==> src/rtl/io_input_pkg.sv <==
// ============================================================================
// Module  : io_input_pkg
// Purpose : Shared constants for the io_input_ctrl register block.
// Rev     : 1.0
// ============================================================================
`default_nettype none

package io_input_pkg;

   localparam int REG_AW = 5;
   localparam int MAX_CH = 32;

   localparam logic [REG_AW-1:0] LEVEL_OFS = 5'h00;
   localparam logic [REG_AW-1:0] PEND_OFS  = 5'h04;
   localparam logic [REG_AW-1:0] RISE_OFS  = 5'h08;
   localparam logic [REG_AW-1:0] FALL_OFS  = 5'h0C;
   localparam logic [REG_AW-1:0] MASK_OFS  = 5'h10;

   // Word index of a byte offset; the two low address bits are don't-care.
   function automatic logic [REG_AW-3:0] word_idx(input logic [REG_AW-1:0] ofs);
      return ofs[REG_AW-1:2];
   endfunction

endpackage

`default_nettype wire

==> src/rtl/io_debounce.sv <==
// ============================================================================
// Module  : io_debounce
// Purpose : Single-channel 2-FF synchroniser, counter debounce, edge pulses.
// Rev     : 1.0
// ============================================================================
`default_nettype none

module io_debounce #(
   parameter int DEBOUNCE_CYC = 16
) (
   input  logic i_clk,
   input  logic i_rst,
   input  logic i_in,
   output logic o_level,
   output logic o_rise,
   output logic o_fall
);

   localparam int            CW      = (DEBOUNCE_CYC > 1) ? $clog2(DEBOUNCE_CYC) : 1;
   localparam logic [CW-1:0] CNT_MAX = CW'(DEBOUNCE_CYC - 1);

   logic          r_meta;
   logic          r_sync;
   logic          r_level;
   logic          r_rise;
   logic          r_fall;
   logic [CW-1:0] r_cnt;

   always_ff @(posedge i_clk) begin
      if (i_rst) begin
         r_meta  <= 1'b0;
         r_sync  <= 1'b0;
         r_level <= 1'b0;
         r_rise  <= 1'b0;
         r_fall  <= 1'b0;
         r_cnt   <= '0;
      end else begin
         r_meta <= i_in;
         r_sync <= r_meta;
         r_rise <= 1'b0;
         r_fall <= 1'b0;
         if (r_sync == r_level) begin
            r_cnt <= '0;
         end else if (r_cnt == CNT_MAX) begin
            // Edge pulses are registered together with the level toggle.
            r_cnt   <= '0;
            r_level <= ~r_level;
            r_rise  <= ~r_level;
            r_fall  <= r_level;
         end else begin
            r_cnt <= r_cnt + CW'(1);
         end
      end
   end

   assign o_level = r_level;
   assign o_rise  = r_rise;
   assign o_fall  = r_fall;

endmodule

`default_nettype wire

==> src/rtl/io_input_ctrl.sv <==
// ============================================================================
// Module  : io_input_ctrl
// Purpose : Debounced input capture with pending/enable registers and IRQ.
//           Optional mask register and o_irq under IO_INPUT_CTRL_IRQ_EN.
// Rev     : 1.0
// ============================================================================
`default_nettype none

module io_input_ctrl
   import io_input_pkg::*;
#(
   parameter int NUM_CH       = 32,
   parameter int DEBOUNCE_CYC = 16
) (
   input  logic              i_clk,
   input  logic              i_rst,
   input  logic [NUM_CH-1:0] i_io_in,
   input  logic [REG_AW-1:0] i_addr,
   input  logic              i_wren,
   input  logic [31:0]       i_wdata,
   output logic [31:0]       o_rdata,
   output logic [NUM_CH-1:0] o_level,
   output logic              o_irq
);

   localparam logic [REG_AW-3:0] c_level = word_idx(LEVEL_OFS);
   localparam logic [REG_AW-3:0] c_pend  = word_idx(PEND_OFS);
   localparam logic [REG_AW-3:0] c_rise  = word_idx(RISE_OFS);
   localparam logic [REG_AW-3:0] c_fall  = word_idx(FALL_OFS);
   localparam logic [REG_AW-3:0] c_mask  = word_idx(MASK_OFS);

   logic [NUM_CH-1:0] w_level;
   logic [NUM_CH-1:0] w_rise;
   logic [NUM_CH-1:0] w_fall;
   logic [NUM_CH-1:0] w_set;
   logic [NUM_CH-1:0] w_wd;
   logic [NUM_CH-1:0] w_clr;
   logic [NUM_CH-1:0] w_rd;
   logic [REG_AW-3:0] w_sel;
   logic              w_unused;

   logic [NUM_CH-1:0] r_pend;
   logic [NUM_CH-1:0] r_rise_en;
   logic [NUM_CH-1:0] r_fall_en;

   generate
      for (genvar g = 0; g < NUM_CH; g++) begin : g_ch
         io_debounce #(
            .DEBOUNCE_CYC (DEBOUNCE_CYC)
         ) u_db (
            .i_clk   (i_clk),
            .i_rst   (i_rst),
            .i_in    (i_io_in[g]),
            .o_level (w_level[g]),
            .o_rise  (w_rise[g]),
            .o_fall  (w_fall[g])
         );
      end
   endgenerate

   assign w_sel    = word_idx(i_addr);
   assign w_wd     = i_wdata[NUM_CH-1:0];
   assign w_set    = (w_rise & r_rise_en) | (w_fall & r_fall_en);
   assign w_clr    = (i_wren && (w_sel == c_pend)) ? w_wd : '0;
   assign w_unused = &{1'b0, i_addr[1:0], i_wdata};

   always_ff @(posedge i_clk) begin
      if (i_rst) begin
         r_pend    <= '0;
         r_rise_en <= '0;
         r_fall_en <= '0;
      end else begin
         // Set has priority over a same-cycle write-1-to-clear.
         r_pend <= (r_pend & ~w_clr) | w_set;
         if (i_wren && (w_sel == c_rise)) r_rise_en <= w_wd;
         if (i_wren && (w_sel == c_fall)) r_fall_en <= w_wd;
      end
   end

`ifdef IO_INPUT_CTRL_IRQ_EN
   logic [NUM_CH-1:0] r_mask;
   logic              r_irq;

   always_ff @(posedge i_clk) begin
      if (i_rst) begin
         r_mask <= '0;
         r_irq  <= 1'b0;
      end else begin
         r_irq <= |(r_pend & r_mask);
         if (i_wren && (w_sel == c_mask)) r_mask <= w_wd;
      end
   end

   assign o_irq = r_irq;
`else
   assign o_irq = 1'b0;
`endif

   always_comb begin
      w_rd = '0;
      case (w_sel)
         c_level: w_rd = w_level;
         c_pend:  w_rd = r_pend;
         c_rise:  w_rd = r_rise_en;
         c_fall:  w_rd = r_fall_en;
`ifdef IO_INPUT_CTRL_IRQ_EN
         c_mask:  w_rd = r_mask;
`endif
         default: w_rd = '0;
      endcase
   end

   always_comb begin
      o_rdata             = '0;
      o_rdata[NUM_CH-1:0] = w_rd;
   end

   assign o_level = w_level;

endmodule

`default_nettype wire

==> config.mk <==
export PLATFORM = sky130hd
export DESIGN_NAME = io_input_ctrl
export DESIGN_NICKNAME = d
export VERILOG_FILES = /design/src/rtl/io_input_pkg.sv /design/src/rtl/io_debounce.sv /design/src/rtl/io_input_ctrl.sv
export SDC_FILE = /design/constraint.sdc
export NUM_CORES = 1
export LEC_CHECK = 0
export CAP_MARGIN = 10
export CELL_PAD_IN_SITES_DETAIL_PLACEMENT = 0
export CELL_PAD_IN_SITES_GLOBAL_PLACEMENT = 1
export CORE_ASPECT_RATIO = 1.2
export CORE_MARGIN = 2
export CORE_UTILIZATION = 40
export DETAILED_ROUTE_END_ITERATION = 12
export GPL_ROUTABILITY_DRIVEN = 0
export GPL_TIMING_DRIVEN = 0
export PLACE_DENSITY_LB_ADDON = 0.2
export SYNTH_ARGS = -nofsm -noshare
export SYNTH_HDL_FRONTEND = slang
export SYNTH_SLANG_ARGS = --single-unit
==> constraint.sdc <==
create_clock -name i_clk -period 1.5 [get_ports i_clk]
set_input_delay 0.3 -clock i_clk [delete_from_list [all_inputs] [get_ports i_clk]]
set_output_delay 0.3 -clock i_clk [all_outputs]
set_load 0.01 [all_outputs]
Word-level counts from Yosys, hierarchy flattened:

Cells that the tools add are included.

* register bits after elaboration: 384
* logic and storage cells: 498
* output and inout port bits: 65
* input port bits: 72

* bitwise gates (word level): 102
* add/sub/neg operators: 32
* multiplexer cells: 2
* equality and inequality tests: 67
* reduce and logical (&&, ||, !) cells: 100

Operator list (number)
* 3-bit OR reduction: 64
* 4-bit by 1-bit adder with 4-bit output (second input constant): 32
* 4-bit == test (second input constant): 32
* 32-bit case mux with 4 select lines: 1
* 32-bit bitwise AND: 3
* 1-bit inverter: 96
* 32-bit OR: 2
* 2-bit AND reduction: 32
* 1-bit == test: 32
* 32-bit two-way mux: 1
* 32-bit inverter: 1
* 3-bit by 2-bit == test with 1-bit output (second input constant): 2
* 3-bit by 1-bit == test with 1-bit output (second input constant): 1
* 1-bit logical AND: 3
* 3-bit logical NOT: 1

Depth between registers and ports, before layout:

* depth in word-level cells: 6
* depth in mapped cells: 6
* depth with buffers taken out: 4

Modules after synthesis:

A second synthesis with hierarchy kept.

* cell total of the unflattened synthesis: 1424
* area total of the unflattened synthesis: 14564.0 sq um

By module, submodules not included
* io_debounce: instances 32, cells each 28, area an instance 309.0 sq um
* io_input_ctrl: instances 1, cells each 528, area an instance 4674.5 sq um

Worst setup path before layout:

No wires, ideal clock.

* path kind: input to output
* start: in i_addr[2]
* end: out o_rdata[15]
* stages: 4
* path buffers: 2
* required time: 1.200 ns
* arrival time: 1.248 ns
* slack: -0.048 ns
* cells stage by stage: buf_6 -> buf_6 -> mux4_2 -> nor2b_1

* longest elaborated chain between the ends: 2
* elaborated cells on any way between the ends: 5
* those cells by class: eq/ne: 3; mux: 1; reduce/logical: 1

Ends and longest elaborated chain
* start, declared: RTL line io_input_ctrl.sv:18 `input logic [REG_AW-1:0] i_addr,`
* 3-bit by 2-bit == test with 1-bit output, or another cell as far along: RTL line io_input_ctrl.sv:101 `case (w_sel)`
* 32-bit case mux with 4 select lines *: RTL line io_input_ctrl.sv:101
* end, declared: RTL line io_input_ctrl.sv:21 `output logic [31:0] o_rdata,`

Every way passes the cells marked *; elsewhere a longest branch is shown, timed or not.

Final worst setup path:

* start: reg r_fall_en[23]
* end: out o_rdata[23]

* longest elaborated chain between the ends: 1

Ends and longest elaborated chain
* start, declared: RTL line io_input_ctrl.sv:44 `logic [NUM_CH-1:0] r_fall_en;`
* start signal, assigned: RTL line io_input_ctrl.sv:76 `if (i_wren && (w_sel == c_fall)) r_fall_en <= w_wd;`
* 32-bit case mux with 4 select lines: RTL line io_input_ctrl.sv:101

No other way between the ends.

==> impl_metrics.json <==
{
  "clk_latency_ns": 0.55,
  "grt_usage_pct": 20.2,
  "path_clk_slew_ns": 0.06,
  "drive_above_1_share_pct": 22.6,
  "vias": 10800,
  "min_period_ns": 1.96,
  "initialDrtViolationCount": 843,
  "worst_pin_slew_ns": 0.902,
  "grt_max_degree": 14,
  "synth_cell_types": 29,
  "wl_per_cell_um": 17.4,
  "die_area_sq_um": 38100,
  "largest_reg_flops": 128,
  "cts_made_buffers": 40,
  "fin_ws_ns": -0.462,
  "worst_ep_arrival_time_ns": 1.66,
  "antennaDiodeCount": 0,
  "skew_ns": 0.0206,
  "regMostFlops": "g_ch.u_db.r_cnt",
  "slew-limit-headroom_pct": 39.9,
  "fin_setup_tns_ns": -13.83,
  "synth_top_area_share_pct": 52.6,
  "hold_class": "input pin to flip-flop",
  "required_ns": 1.20,
  "ys.warnings.count": 0,
  "finalCritPeriodShare_pct": 131,
  "cts.path.max_buffers": 3,
  "maxCapViolations": 0,
  "coreArea_sq_um": 35900,
  "cts_tree": "yes",
  "max_stage_delay_ns": 0.45,
  "path_max_fanout": 3,
  "slew_violations": 0,
  "synth_nets": 1553,
  "cp-end-kind": "primary output",
  "yosysSeqAreaShare_pct": 52.6,
  "cts_sinks": 384,
  "dr.pass1.iters": 6,
  "violations": "negative setup slack",
  "total_power_mw": 21.1,
  "via_per_inst": 4.98,
  "synth-seq-cells": 384,
  "final_nets": 1783,
  "dp_hpwl_um": 25400,
  "start_kind": "flip-flop",
  "synth_area_sq_um": 14600,
  "drt_wl_total_um": 37900,
  "cts_root_buf": "clkbuf_16",
  "setup-violations-final": 44,
  "rsz0062_at_grt": "yes",
  "max_freq_mhz": 510,
  "ios": 137,
  "fp.dieH_um": 213,
  "h-tree-depth": 2,
  "first_global_vias": 10500,
  "yosys.area.top_type": "dfxtp_1",
  "hold_viol_final": 0,
  "final_core_util_pct": 51.9,
  "drc": 0,
  "io_buffers": 130,
  "syn2layout_area_growth_pct": 27.7,
  "syn-mean-instance-area_sq_um": 10.1,
  "ir_drop_mv": 0.791,
  "synthCells": 1449,
  "initial_core_util_pct": 40.7,
  "fp.dieW_um": 179,
  "ant_nets": 0,
  "path_class": "flip-flop to primary output",
  "layout_commonest_cell": "dfxtp_1",
  "power.density_nw_per_um2": 1130,
  "antenna_found_initial": 1,
  "num_rows": 76,
  "p_leak_nw": 7.63,
  "synth.area.top_cells": "dfxtp_1 (53%), mux4_2 (4.9%), xor2_1 (4.4%)",
  "grt.overflow.total": 0,
  "grt_pass1_wl_um": 58500,
  "outcome": "finished with violations",
  "crit_chain": "mux4_2 -> nor2b_2 -> buf_6",
  "critPathSlowestCell": "mux4_2",
  "mostFrequentLayoutCells": "dfxtp_1 (319), nand2_1 (160), nor2_1 (128)"
}
## critical path, delay by kind of cell, from the launching register on
kind | cells | cell delay (ns)
simple gates | 1 | 0.18
mux | 1 | 0.45
flops | 1 | 0.32
buf+inv | 1 | 0.15
## through the flow
| stage | hold WS, ns | std cells | cell area, sq um | worst slack, ns |
|---|---|---|---|---|
| 2_1_floorplan | 0.414 | 1449 | 14800 | -0.00365 |
| 3_3_place_gp | 0.417 | 2047 | 16700 | -1.84 |
| 3_5_place_dp | 0.422 | 2047 | 16700 | -1.59 |
| 4_1_cts | 0.284 | 2163 | 18500 | -0.479 |
| 5_1_grt | 0.296 | 2176 | 18700 | -0.507 |
| 6_report | 0.301 | 2176 | 18700 | -0.462 |
## final timing paths
path	end	startpoint	slack, ns	depth (start not counted)
worst min register to register	g_ch[14].u_db.r_sync	g_ch[14].u_db.r_meta	0.43	1
worst max-delay path	o_rdata[23]	r_fall_en[23]	-0.46	3
worst min-delay path	g_ch[15].u_db.r_meta	i_io_in[15]	0.30	2
worst max register to register	g_ch[5].u_db.r_cnt[3]	g_ch[5].u_db.o_level	0.08	6
## cell usage after synthesis
cell,n
clkbuf_1,28
or3b_1,6
nor3_1,11
buf_1,3
buf_6,8
mux2i_1,32
a311o_1,1
nor4b_1,64
nand2_1,160
xnor2_1,22
xor2_1,74
buf_2,20
nor2b_1,96
nand4bb_1,2
nor2_1,128
dfxtp_1,384
nand4b_1,1
buf_4,39
nand3_1,85
and4b_1,1
a21oi_1,96
or3b_2,4
and4bb_2,1
mux4_2,32
a222oi_1,32
conb_1,1
inv_1,65
and3_1,21
ha_1,32
## kinds of logic (layout without fill, tap and decap cells)
kind of cell             count (synthesis)  in the layout  share of synthesized area (%)
AND/OR/NAND/NOR                        580            580                           20.5
flip-flops                             384            384                           52.6
buffers and inverters                  163            422                           5.77
AO/OA/AOI/OAI                          129            129                           5.54
XOR/XNOR                                96             96                           5.75
multiplexers                            64             64                           7.12
adder cells (fa/ha/maj)                 32             32                           2.74
other                                    1              1                         0.0256
## metal layers
metal	vias up	global-route usage [%]	share of wire (%)
met3	62	3.44	4.4
met1	5169	26.2	45
met2	224	34.4	48
met4	2	6.00	2.3
met5	-	0	0.034
li1	5373	-	-
## power by group
part | switching [mW] | internal [mW]
Sequential | 0.0968 | 10.3
Combinational | 0.581 | 0.420
Clock | 4.01 | 5.70
Total | 4.69 | 16.4
## layout make-up
type | count | area [sq um]
plain buffers | 87 | 581
clock buffers | 63 | 1210
clock inverters | 8 | 75.1
fillers | 3283 | 17300
inverters | 65 | 244
multi-input cells | 902 | 6320
flip-flops and latches | 384 | 7850
well taps | 468 | 586
repair buffers | 199 | 1800
## timing repair
| action | 4_1_cts | 5_1_grt |
|---|---|---|
| resized for setup | 412 | 31 |
| pin swaps | 0 | 0 |
| endpoints found under the setup margin | 128 | 41 |
| setup buffers | 55 | 20 |
| hold buffers | 0 | 0 |
No activity file was read; power rests on OpenSTA's default activity.
